==> src/rtl/inst_fetch.sv <==
// inst_fetch: single-outstanding AXI4 instruction fetch stage with stall hold and flush discard.
module inst_fetch #(
  parameter int C_AXI_DATA_WIDTH = 32,
  parameter int C_OFFSET_WIDTH   = 28
) (
  input  logic                        CLK,
  input  logic                        RST,
  input  logic                        STALL,
  input  logic                        FLUSH,
  input  logic [31:0]                 PC,
  input  logic                        PC_VALID,
  output logic                        PC_READY,
  output logic [31:0]                 INST,
  output logic [31:0]                 INST_PC,
  output logic                        INST_VALID,
  output logic                        INST_ERR,
  output logic                        INST_MEM_WAIT,
  output logic [C_OFFSET_WIDTH-1:0]   M_AXI_ARADDR,
  output logic [7:0]                  M_AXI_ARLEN,
  output logic [2:0]                  M_AXI_ARSIZE,
  output logic [1:0]                  M_AXI_ARBURST,
  output logic                        M_AXI_ARVALID,
  input  logic                        M_AXI_ARREADY,
  input  logic [C_AXI_DATA_WIDTH-1:0] M_AXI_RDATA,
  input  logic [1:0]                  M_AXI_RRESP,
  input  logic                        M_AXI_RLAST,
  input  logic                        M_AXI_RVALID,
  output logic                        M_AXI_RREADY
);
  typedef enum logic [1:0] {IDLE, ADDR, DATA, HOLD} state_e;
  state_e                    state_q;
  logic [31:0]               inst_q, inst_pc_q;
  logic [C_OFFSET_WIDTH-1:0] araddr_q;
  logic                      valid_q, err_q, wait_q, arvalid_q, rready_q, perr_q, discard_q;
  logic                      accept_d, drop_d;
  assign PC_READY      = !FLUSH && (state_q == IDLE || (state_q == HOLD && !STALL));
  assign accept_d      = PC_VALID && PC_READY;
  assign drop_d        = discard_q || FLUSH;
  assign INST          = inst_q;
  assign INST_PC       = inst_pc_q;
  assign INST_VALID    = valid_q;
  assign INST_ERR      = err_q;
  assign INST_MEM_WAIT = wait_q;
  assign M_AXI_ARADDR  = araddr_q;
  assign M_AXI_ARLEN   = 8'd0;
  assign M_AXI_ARSIZE  = 3'b010;
  assign M_AXI_ARBURST = 2'b01;
  assign M_AXI_ARVALID = arvalid_q;
  assign M_AXI_RREADY  = rready_q;
  always_ff @(posedge CLK or negedge RST) begin
    if (!RST) begin
      state_q   <= IDLE;
      inst_q    <= '0;
      inst_pc_q <= '0;
      araddr_q  <= '0;
      valid_q   <= 1'b0;
      err_q     <= 1'b0;
      wait_q    <= 1'b0;
      arvalid_q <= 1'b0;
      rready_q  <= 1'b0;
      perr_q    <= 1'b0;
      discard_q <= 1'b0;
    end else if (accept_d) begin
      state_q   <= ADDR;
      inst_pc_q <= PC;
      araddr_q  <= {PC[C_OFFSET_WIDTH-1:2], 2'b00};
      arvalid_q <= 1'b1;
      valid_q   <= 1'b0;
      err_q     <= 1'b0;
      perr_q    <= |PC[1:0];
      wait_q    <= 1'b1;
    end else begin
      case (state_q)
        ADDR: begin
          // AR must complete even when flushed; only the response is dropped
          if (FLUSH) discard_q <= 1'b1;
          if (M_AXI_ARREADY) begin
            arvalid_q <= 1'b0;
            rready_q  <= 1'b1;
            state_q   <= DATA;
          end
        end
        DATA: begin
          if (FLUSH) discard_q <= 1'b1;
          if (M_AXI_RVALID && M_AXI_RLAST) begin
            rready_q  <= 1'b0;
            wait_q    <= 1'b0;
            discard_q <= 1'b0;
            valid_q   <= !drop_d;
            state_q   <= drop_d ? IDLE : HOLD;
            if (!drop_d) begin
              inst_q <= M_AXI_RDATA[31:0];
              err_q  <= perr_q | (|M_AXI_RRESP);
            end
          end
        end
        HOLD: begin
          if (FLUSH || !STALL) begin
            valid_q <= 1'b0;
            err_q   <= 1'b0;
            state_q <= IDLE;
          end
        end
        default: ;
      endcase
    end
  end
endmodule

==> config.mk <==
export PLATFORM = sky130hd
export DESIGN_NAME = inst_fetch
export DESIGN_NICKNAME = d
export VERILOG_FILES = /design/src/rtl/inst_fetch.sv
export SDC_FILE = /design/constraint.sdc
export NUM_CORES = 1
export LEC_CHECK = 0
export ABC_CLOCK_PERIOD_IN_PS = 5700
export CORE_ASPECT_RATIO = 1.1
export CORE_MARGIN = 1.5
export CORE_UTILIZATION = 30
export DETAILED_ROUTE_END_ITERATION = 6
export HOLD_SLACK_MARGIN = 0.05
export SLEW_MARGIN = 5
export SYNTH_ARGS = -nofsm -noshare
export SYNTH_HDL_FRONTEND = slang
export SYNTH_SLANG_ARGS = --single-unit
export TNS_END_PERCENT = 5
==> constraint.sdc <==
create_clock -name CLK -period 5.7 [get_ports CLK]
set_clock_uncertainty 0.2 [all_clocks]
set_input_delay 1.425 -clock CLK [delete_from_list [all_inputs] [get_ports CLK]]
set_output_delay 1.425 -clock CLK [all_outputs]
set_load 0.02 [all_outputs]
======== Word-level counts from Yosys, hierarchy flattened ========
Cells that the tools add are included.
storage, ports and cells
  register bits after elaboration ......... 99
  output and inout port bits .............. 111
operators by class
  equal/unequal tests ..................... 9
  muxes and demuxes ....................... 25
  bitwise gates (word level) .............. 3
  reductions and logical operators ........ 28
operators with widths
  kind                                                   number
  AND reduction 4 bit                                    4
  two-way mux 1 bit                                      15
  two-way mux 2 bit                                      5
  nonzero test 2 bit                                     5
  inequality test 3 bit, second input constant           3
  one-hot mux 1 bit (2 select lines)                     4
  one-hot mux 2 bit (3 select lines)                     1
  AND reduction 2 bit                                    3
  == test 2 bit, second input constant                   2
  logical AND 1 bit                                      4
  inequality test 2 bit, second input constant           2
  nonzero test 4 bit                                     1
  OR reduction 2 bit                                     2
  logical NOT 1 bit                                      3
  logical OR 1 bit                                       3
  inequality test 3 x 2 -> 1 bit, second input constant  1
  AND reduction 3 bit                                    1
  nonzero test 3 bit                                     1
  == test 2 x 1 -> 1 bit, second input constant          1
  logical NOT 2 bit                                      1
  NOT 1 bit                                              2
  bitwise OR 1 bit                                       1

======== Logic depth before layout (Yosys ltp) ========
Gate-level depths: netlist (run 1).
  depth after elaboration ................. 7
  gate-level depth with buffers ........... 6

======== Least setup slack after synthesis (run 1) ========
Ideal clock, no wire load.
  path type ............................... input-to-output
  start point ............................. input STALL
  end point ............................... output PC_READY
  data arrival time ....................... 2.018 ns
  required time ........................... 4.075 ns
  setup slack ............................. 2.057 ns
  stages .................................. 3
  cell sequence ........................... and2b_1 nor2_1 nor2_1
on the way
  word-level cells in the longest chain between the ends .. 4
RTL lines
  element            line  text
  start, declared    8     input logic STALL,
  logical NOT 1 bit  36    assign PC_READY = !FLUSH && (state_q == IDLE || (state_q == HOLD && !STALL));
  logical AND 1 bit  36
  logical OR 1 bit   36
  logical AND 1 bit  36
  end, declared      12    output logic PC_READY,
No other way between the ends.

======== Final worst setup path (run 1) ========
Ends and elaborated chain as after synthesis.

==> impl_metrics.json, run 1 <==
{
  "syn-instance-count": 239,
  "regToRegSetupSlack_ns": 3.12,
  "min_from": "M_AXI_ARVALID",
  "grt_max_degree": 74,
  "finalWeightedCongestion": 0.775,
  "p_leak_nw": 2.38,
  "arrival_ns": 2.95,
  "finalPower_mw": 3.14,
  "synth_edf_count": 0,
  "tns_ns": 0,
  "tightest_slew_ns": 1.11,
  "grt_pass1_vias": 2270,
  "drive_gt1_frac": 0.218,
  "fp.dieW_um": 104,
  "synth_warnings": 0,
  "slew_headroom": 0.260,
  "combPwrFrac": 0.502,
  "worstRegToRegCells": 6,
  "cp.depth": 5,
  "peakVddDrop_mv": 0.220,
  "crit_path_end_kind": "output port",
  "fp.dieH_um": 114,
  "critPathBufInv": 2,
  "rsz0062_at_grt": "no",
  "vias_per_cell": 4.25,
  "initial_core_util": 0.308,
  "areaGrowthSynthToFinish_pct": 56.7,
  "synth_seq_cells": 73,
  "cts_sinks": 73,
  "track_usage": 0.126,
  "min_to": "M_AXI_ARVALID",
  "power_switching_mw": 1.08,
  "slew_viol_final": 0,
  "ctsHoldBuffers": 0,
  "fillCellCount": 986,
  "synth_area_um2": 3380,
  "cts_root_buffer": "clkbuf_16",
  "power_frac_seq": 0.292,
  "grt_overflow": 0,
  "worst_hold_path_type": "flip-flop to flip-flop",
  "crit_required_ns": 4.07,
  "r2r-start": "state_q[0]",
  "grt_pass1_wl_um": 11700,
  "cts.path.max_buffers": 2,
  "synth_seq_area_share": 0.541,
  "max_freq_mhz": 218,
  "power.density_nw_per_um2": 594,
  "firstDrtPassIters": 4,
  "drc": 0,
  "wl_um": 7230,
  "diodes": 0,
  "outcome": "finished clean",
  "switching_share": 0.345,
  "dp_hpwl_um": 5250,
  "synth_ff_type": "dfrtp_1",
  "crit_fanout": 3,
  "nets": 463,
  "cap_viol_max_count": 0,
  "slowest_delay_ns": 0.64,
  "worstSetupStartpointType": "input pin",
  "min_delay_path_depth": 2,
  "clkSlewWorstSetupHoldPaths_ns": 0.05,
  "netlist-cell-type-count": 31,
  "cts_resized": 0,
  "portBuffers": 169,
  "drt_iter0_markers": 49,
  "cts_setup_buffers": 0,
  "fp.dieArea_um2": 11900,
  "cp_top_family": "buffers and inverters",
  "htreeDepth": 3,
  "setup_viol": 0,
  "internal_power_mw": 2.06,
  "syn_avg_cell_area_um2": 14.1,
  "crit_type": "input pin to output port",
  "antenna_found_initial": 0,
  "min_period_over_period": 0.803,
  "finalHoldViolCount": 0,
  "antenna_left": 0,
  "wire_per_inst_um": 13.5,
  "clk_latency_ns": 0.33,
  "vias": 2281,
  "num_io_pins": 185,
  "cp_slowest_cell": "clkdlybuf4s50_1",
  "min_period_ns": 4.58,
  "cts_made_buffers": 9,
  "async_flop_share": 1.00,
  "core.rowCount": 40,
  "clkPwrFrac": 0.206,
  "path_cells": "clkdlybuf4s50_1, and2b_1, nor2_1, nor2_1, clkdlybuf4s50_1",
  "core_um2": 11000,
  "tritoncts": "yes",
  "reg2reg_to": "M_AXI_RREADY"
}
## stage by stage
stage | hold WS [ns] | utilization | instance area, um2 | std cells | worst slack, ns
detailed placement | 0.270 | 0.451 | 4940 | 521 | 1.10
global route | 0.300 | 0.483 | 5290 | 537 | 1.01
global placement | 0.263 | 0.451 | 4940 | 521 | 1.13
floorplan | 0.251 | - | 3420 | 252 | 2.06
finish | 0.287 | 0.483 | 5290 | 537 | 1.12
CTS | 0.287 | 0.483 | 5290 | 537 | 1.10
## cell families (layout without fill, tap and decap cells)
| family | Yosys count | after routing | share of synthesized area |
|---|---|---|---|
| compound gates | 16 | 16 | 0.0345 |
| fa+ha+maj | 4 | 4 | 0.0148 |
| buf+inv | 51 | 189 | 0.113 |
| flops | 73 | 73 | 0.541 |
| mux | 65 | 65 | 0.250 |
| other cells | 2 | 15 | 0.00222 |
| simple gates | 28 | 28 | 0.0448 |
## worst min-delay path, stage by stage (launching register included)
cell,delay (ns)
dfrtp_1,0.35
nand2_1,0.05
nand2_1,0.05
## worst max-delay path by stage
stage                      from        to
after floorplan           STALL  PC_READY
after global placement    STALL  PC_READY
after detailed placement  STALL  PC_READY
after CTS                 STALL  PC_READY
after global routing      STALL  PC_READY
final                     STALL  PC_READY
## area by class of cell
class / count / area (um2) / area share
clock inverters: 5 / 103 / 0.0194
flip-flops and latches: 73 / 1830 / 0.345
inverters: 3 / 11.3 / 0.00213
multi-input cells: 128 / 1220 / 0.232
well taps: 147 / 184 / 0.0348
repair buffers: 170 / 1700 / 0.321
clock buffers: 11 / 243 / 0.0459
## metal layers
layer / share of wire / GRT usage / vias up
met4: 0.017 / 0.0611 / 0
met1: 0.42 / 0.155 / 1094
met5: 0 / 0 / -
li1: - / - / 1058
met3: 0.070 / 0.0330 / 10
met2: 0.49 / 0.205 / 119
## cells in the mapped netlist (2+ instances only)
cell type | instances | share of area
ha_1 | 4 | 0.015
dfrtp_1 | 73 | 0.54
o211ai_1 | 3 | 0.0067
mux2_4 | 30 | 0.13
o21ai_0 | 3 | 0.0044
nor2_1 | 8 | 0.0089
mux2_2 | 34 | 0.11
nand2_1 | 9 | 0.010
buf_4 | 44 | 0.098
nor2b_1 | 2 | 0.0037
buf_6 | 3 | 0.010
inv_1 | 3 | 0.0033
conb_1 | 2 | 0.0022
a21oi_1 | 2 | 0.0030
a31oi_1 | 2 | 0.0037
o21ai_2 | 2 | 0.0052
## power groups by stage
stage / clock, mW / sequential, mW / combinational (mW)
2_1_floorplan: 0 / 1.19 / 0.670
3_3_place_gp: 0 / 0.921 / 1.59
3_5_place_dp: 0 / 0.926 / 1.60
4_1_cts: 0.667 / 0.923 / 1.60
5_1_grt: 0.689 / 0.954 / 1.66
6_report: 0.647 / 0.918 / 1.58
## sequential cells by signal, summed over array words and instances, names as in the netlist
register	flops
INST	32
perr_q	1
INST_VALID	1
M_AXI_ARVALID	1
discard_q	1
INST_MEM_WAIT	1
INST_PC	32
INST_ERR	1
state_q	2
M_AXI_RREADY	1
## layout by cell type, fill, tap and decap left out, types with 2 or more instances in the layout
cell / count
clkdlybuf4s50_1: 168
dfrtp_1: 73
mux2_2: 34
mux2_4: 30
conb_1: 15
nand2_1: 9
clkbuf_16: 9
nor2_1: 8
ha_1: 4
inv_1: 3
o211ai_1: 3
o21ai_0: 3
bufinv_16: 3
nor2b_1: 2
a21oi_1: 2
a31oi_1: 2
buf_4: 2
Note: power is estimated with default switching activity, not from simulation.
==> run 2: changes to the inputs <==
--- a/config.mk
+++ b/config.mk
@@ -5,7 +5,7 @@
 export SDC_FILE = /design/constraint.sdc
 export NUM_CORES = 1
 export LEC_CHECK = 0
-export ABC_CLOCK_PERIOD_IN_PS = 5700
+export ABC_CLOCK_PERIOD_IN_PS = 4580
 export CORE_ASPECT_RATIO = 1.1
 export CORE_MARGIN = 1.5
 export CORE_UTILIZATION = 30
==> constraint.sdc (replaced) <==
create_clock -name CLK -period 4.58 [get_ports CLK]
set_clock_uncertainty 0.2 [all_clocks]
set_input_delay 1.145 -clock CLK [delete_from_list [all_inputs] [get_ports CLK]]
set_output_delay 1.145 -clock CLK [all_outputs]
set_load 0.02 [all_outputs]
==> run 2 against run 1 <==
  * Die area is the same
  * Global-route usage is essentially flat
  * Routed wire length shrank 0.91%
  * Combinational power grew 24%
  * Count of clock-buffer cells in the layout shrank 1
  * First-iteration DRC count shrank 35%
  * Worst setup slack lost 0.54 ns
==> impl_metrics.json, run 2 (synthesis gave the netlist of run 1 again) <==
{
  "nets": 463,
  "fp.dieH_um": 114,
  "path_cells": "clkdlybuf4s50_1, and2b_1, nor2_1, nor2_1, clkdlybuf4s50_1",
  "vias_per_cell": 4.22,
  "setup_ws_ns": 0.583,
  "min_period_ns": 4.00,
  "worst_hold_path_type": "flip-flop to flip-flop",
  "core_um2": 11000,
  "clkSlewWorstSetupHoldPaths_ns": 0.05,
  "firstDrtPassIters": 4,
  "crit_fanout": 3,
  "drt_iter0_markers": 32,
  "slowest_delay_ns": 0.63,
  "p_leak_nw": 2.38,
  "cts.path.max_buffers": 2,
  "arrival_ns": 2.65,
  "cts_resized": 0,
  "tritoncts": "yes",
  "clk_latency_ns": 0.33,
  "fp.dieW_um": 104,
  "final_common_cell": "clkdlybuf4s50_1",
  "track_usage": 0.125,
  "critPathBufInv": 2,
  "tightest_slew_ns": 0.920,
  "crit_required_ns": 3.23,
  "dp_hpwl_um": 5220,
  "core.rowCount": 40,
  "cts_made_buffers": 9,
  "initial_core_util": 0.308,
  "cp_top_family": "buffers and inverters",
  "drive_gt1_frac": 0.221,
  "cap_viol_max_count": 0,
  "power.density_nw_per_um2": 740,
  "fp.dieArea_um2": 11900,
  "crit_path_end_kind": "output port",
  "cp_slowest_cell": "clkdlybuf4s50_1",
  "finalHoldViolCount": 0,
  "cts_root_buffer": "clkbuf_16",
  "num_io_pins": 185,
  "drc": 0,
  "ctsHoldBuffers": 0,
  "areaGrowthSynthToFinish_pct": 56.9,
  "htreeDepth": 3,
  "max_freq_mhz": 250,
  "min_period_over_period": 0.873,
  "worstSetupStartpointType": "input pin",
  "finalWeightedCongestion": 0.760,
  "setup_viol": 0,
  "diodes": 0,
  "crit_type": "input pin to output port",
  "portBuffers": 169,
  "grt_pass1_wl_um": 11600,
  "wire_per_inst_um": 13.3,
  "cts_setup_buffers": 0,
  "rsz0062_at_grt": "no",
  "peakVddDrop_mv": 0.299,
  "vias": 2266,
  "cts_sinks": 73,
  "grt_max_degree": 74,
  "grt_overflow": 0,
  "wl_um": 7160,
  "tns_ns": 0,
  "pre_cts_slack_ns": 0.556,
  "antenna_found_initial": 0,
  "slew_headroom": 0.386,
  "antenna_left": 0,
  "outcome": "finished clean",
  "grt_pass1_vias": 2316,
  "most-common-layout-cells": "168 x clkdlybuf4s50_1, 73 x dfrtp_1, 34 x mux2_2, 30 x mux2_4, 15 x conb_1",
  "slew_viol_final": 0
}
## run 2: cell types whose count changed in the layout (fill, tap and decap cells not counted), sizes merged
cell      change
clkbuf        -1
inv           +2
clkinvlp      -1
## run 2: final timing paths
check	slack (ns)	cells past startpoint	start	endpoint
min in group asynchronous	0.74	1	RST	M_AXI_ARVALID
max in group asynchronous	2.82	1	RST	INST_VALID
worst max register to register	2.14	5	state_q[0]	INST[23]
worst min-delay path	0.28	2	M_AXI_ARVALID	M_AXI_ARVALID
worst min register to register	0.28	2	M_AXI_ARVALID	M_AXI_ARVALID
worst max-delay path	0.58	5	STALL	PC_READY
## run 2: report_power, final
group	internal, mW	switching [mW]	total (mW)
clock network	0.549	0.266	0.816
registers	0.949	0.197	1.15
logic	1.07	0.891	1.96
total	2.57	1.35	3.92
## run 2: through the flow
stage | cells | util | area [um2] | total power, mW | hold slack [ns]
floorplan | 252 | - | 3420 | 2.32 | 0.251
detailed placement | 521 | 0.451 | 4940 | 3.14 | 0.275
global placement | 521 | 0.451 | 4940 | 3.12 | 0.265
global route | 537 | 0.483 | 5300 | 4.13 | 0.311
finish | 537 | 0.483 | 5300 | 3.92 | 0.283
CTS | 537 | 0.483 | 5300 | 3.98 | 0.288
## run 2: area by class of cell
cell class | count | area (um2)
Multi-Input combinational cell | 128 | 1220
Timing Repair Buffer | 170 | 1700
Inverter | 3 | 11.3
Tap cell | 147 | 184
Fill cell | 983 | 5670
Clock inverter | 6 | 113
Sequential cell | 73 | 1830
Clock buffer | 10 | 239
## run 2: per-layer routing
metal | track usage | part of all wire
met1 | 0.157 | 0.43
met2 | 0.194 | 0.48
met4 | 0.0694 | 0.018
met3 | 0.0359 | 0.070
met5 | 0 | 0
## run 2: worst min-delay path, delay by kind of cell, from the launching register on
kind	cells	cell delay, ns
flops	1	0.35
simple gates	2	0.10
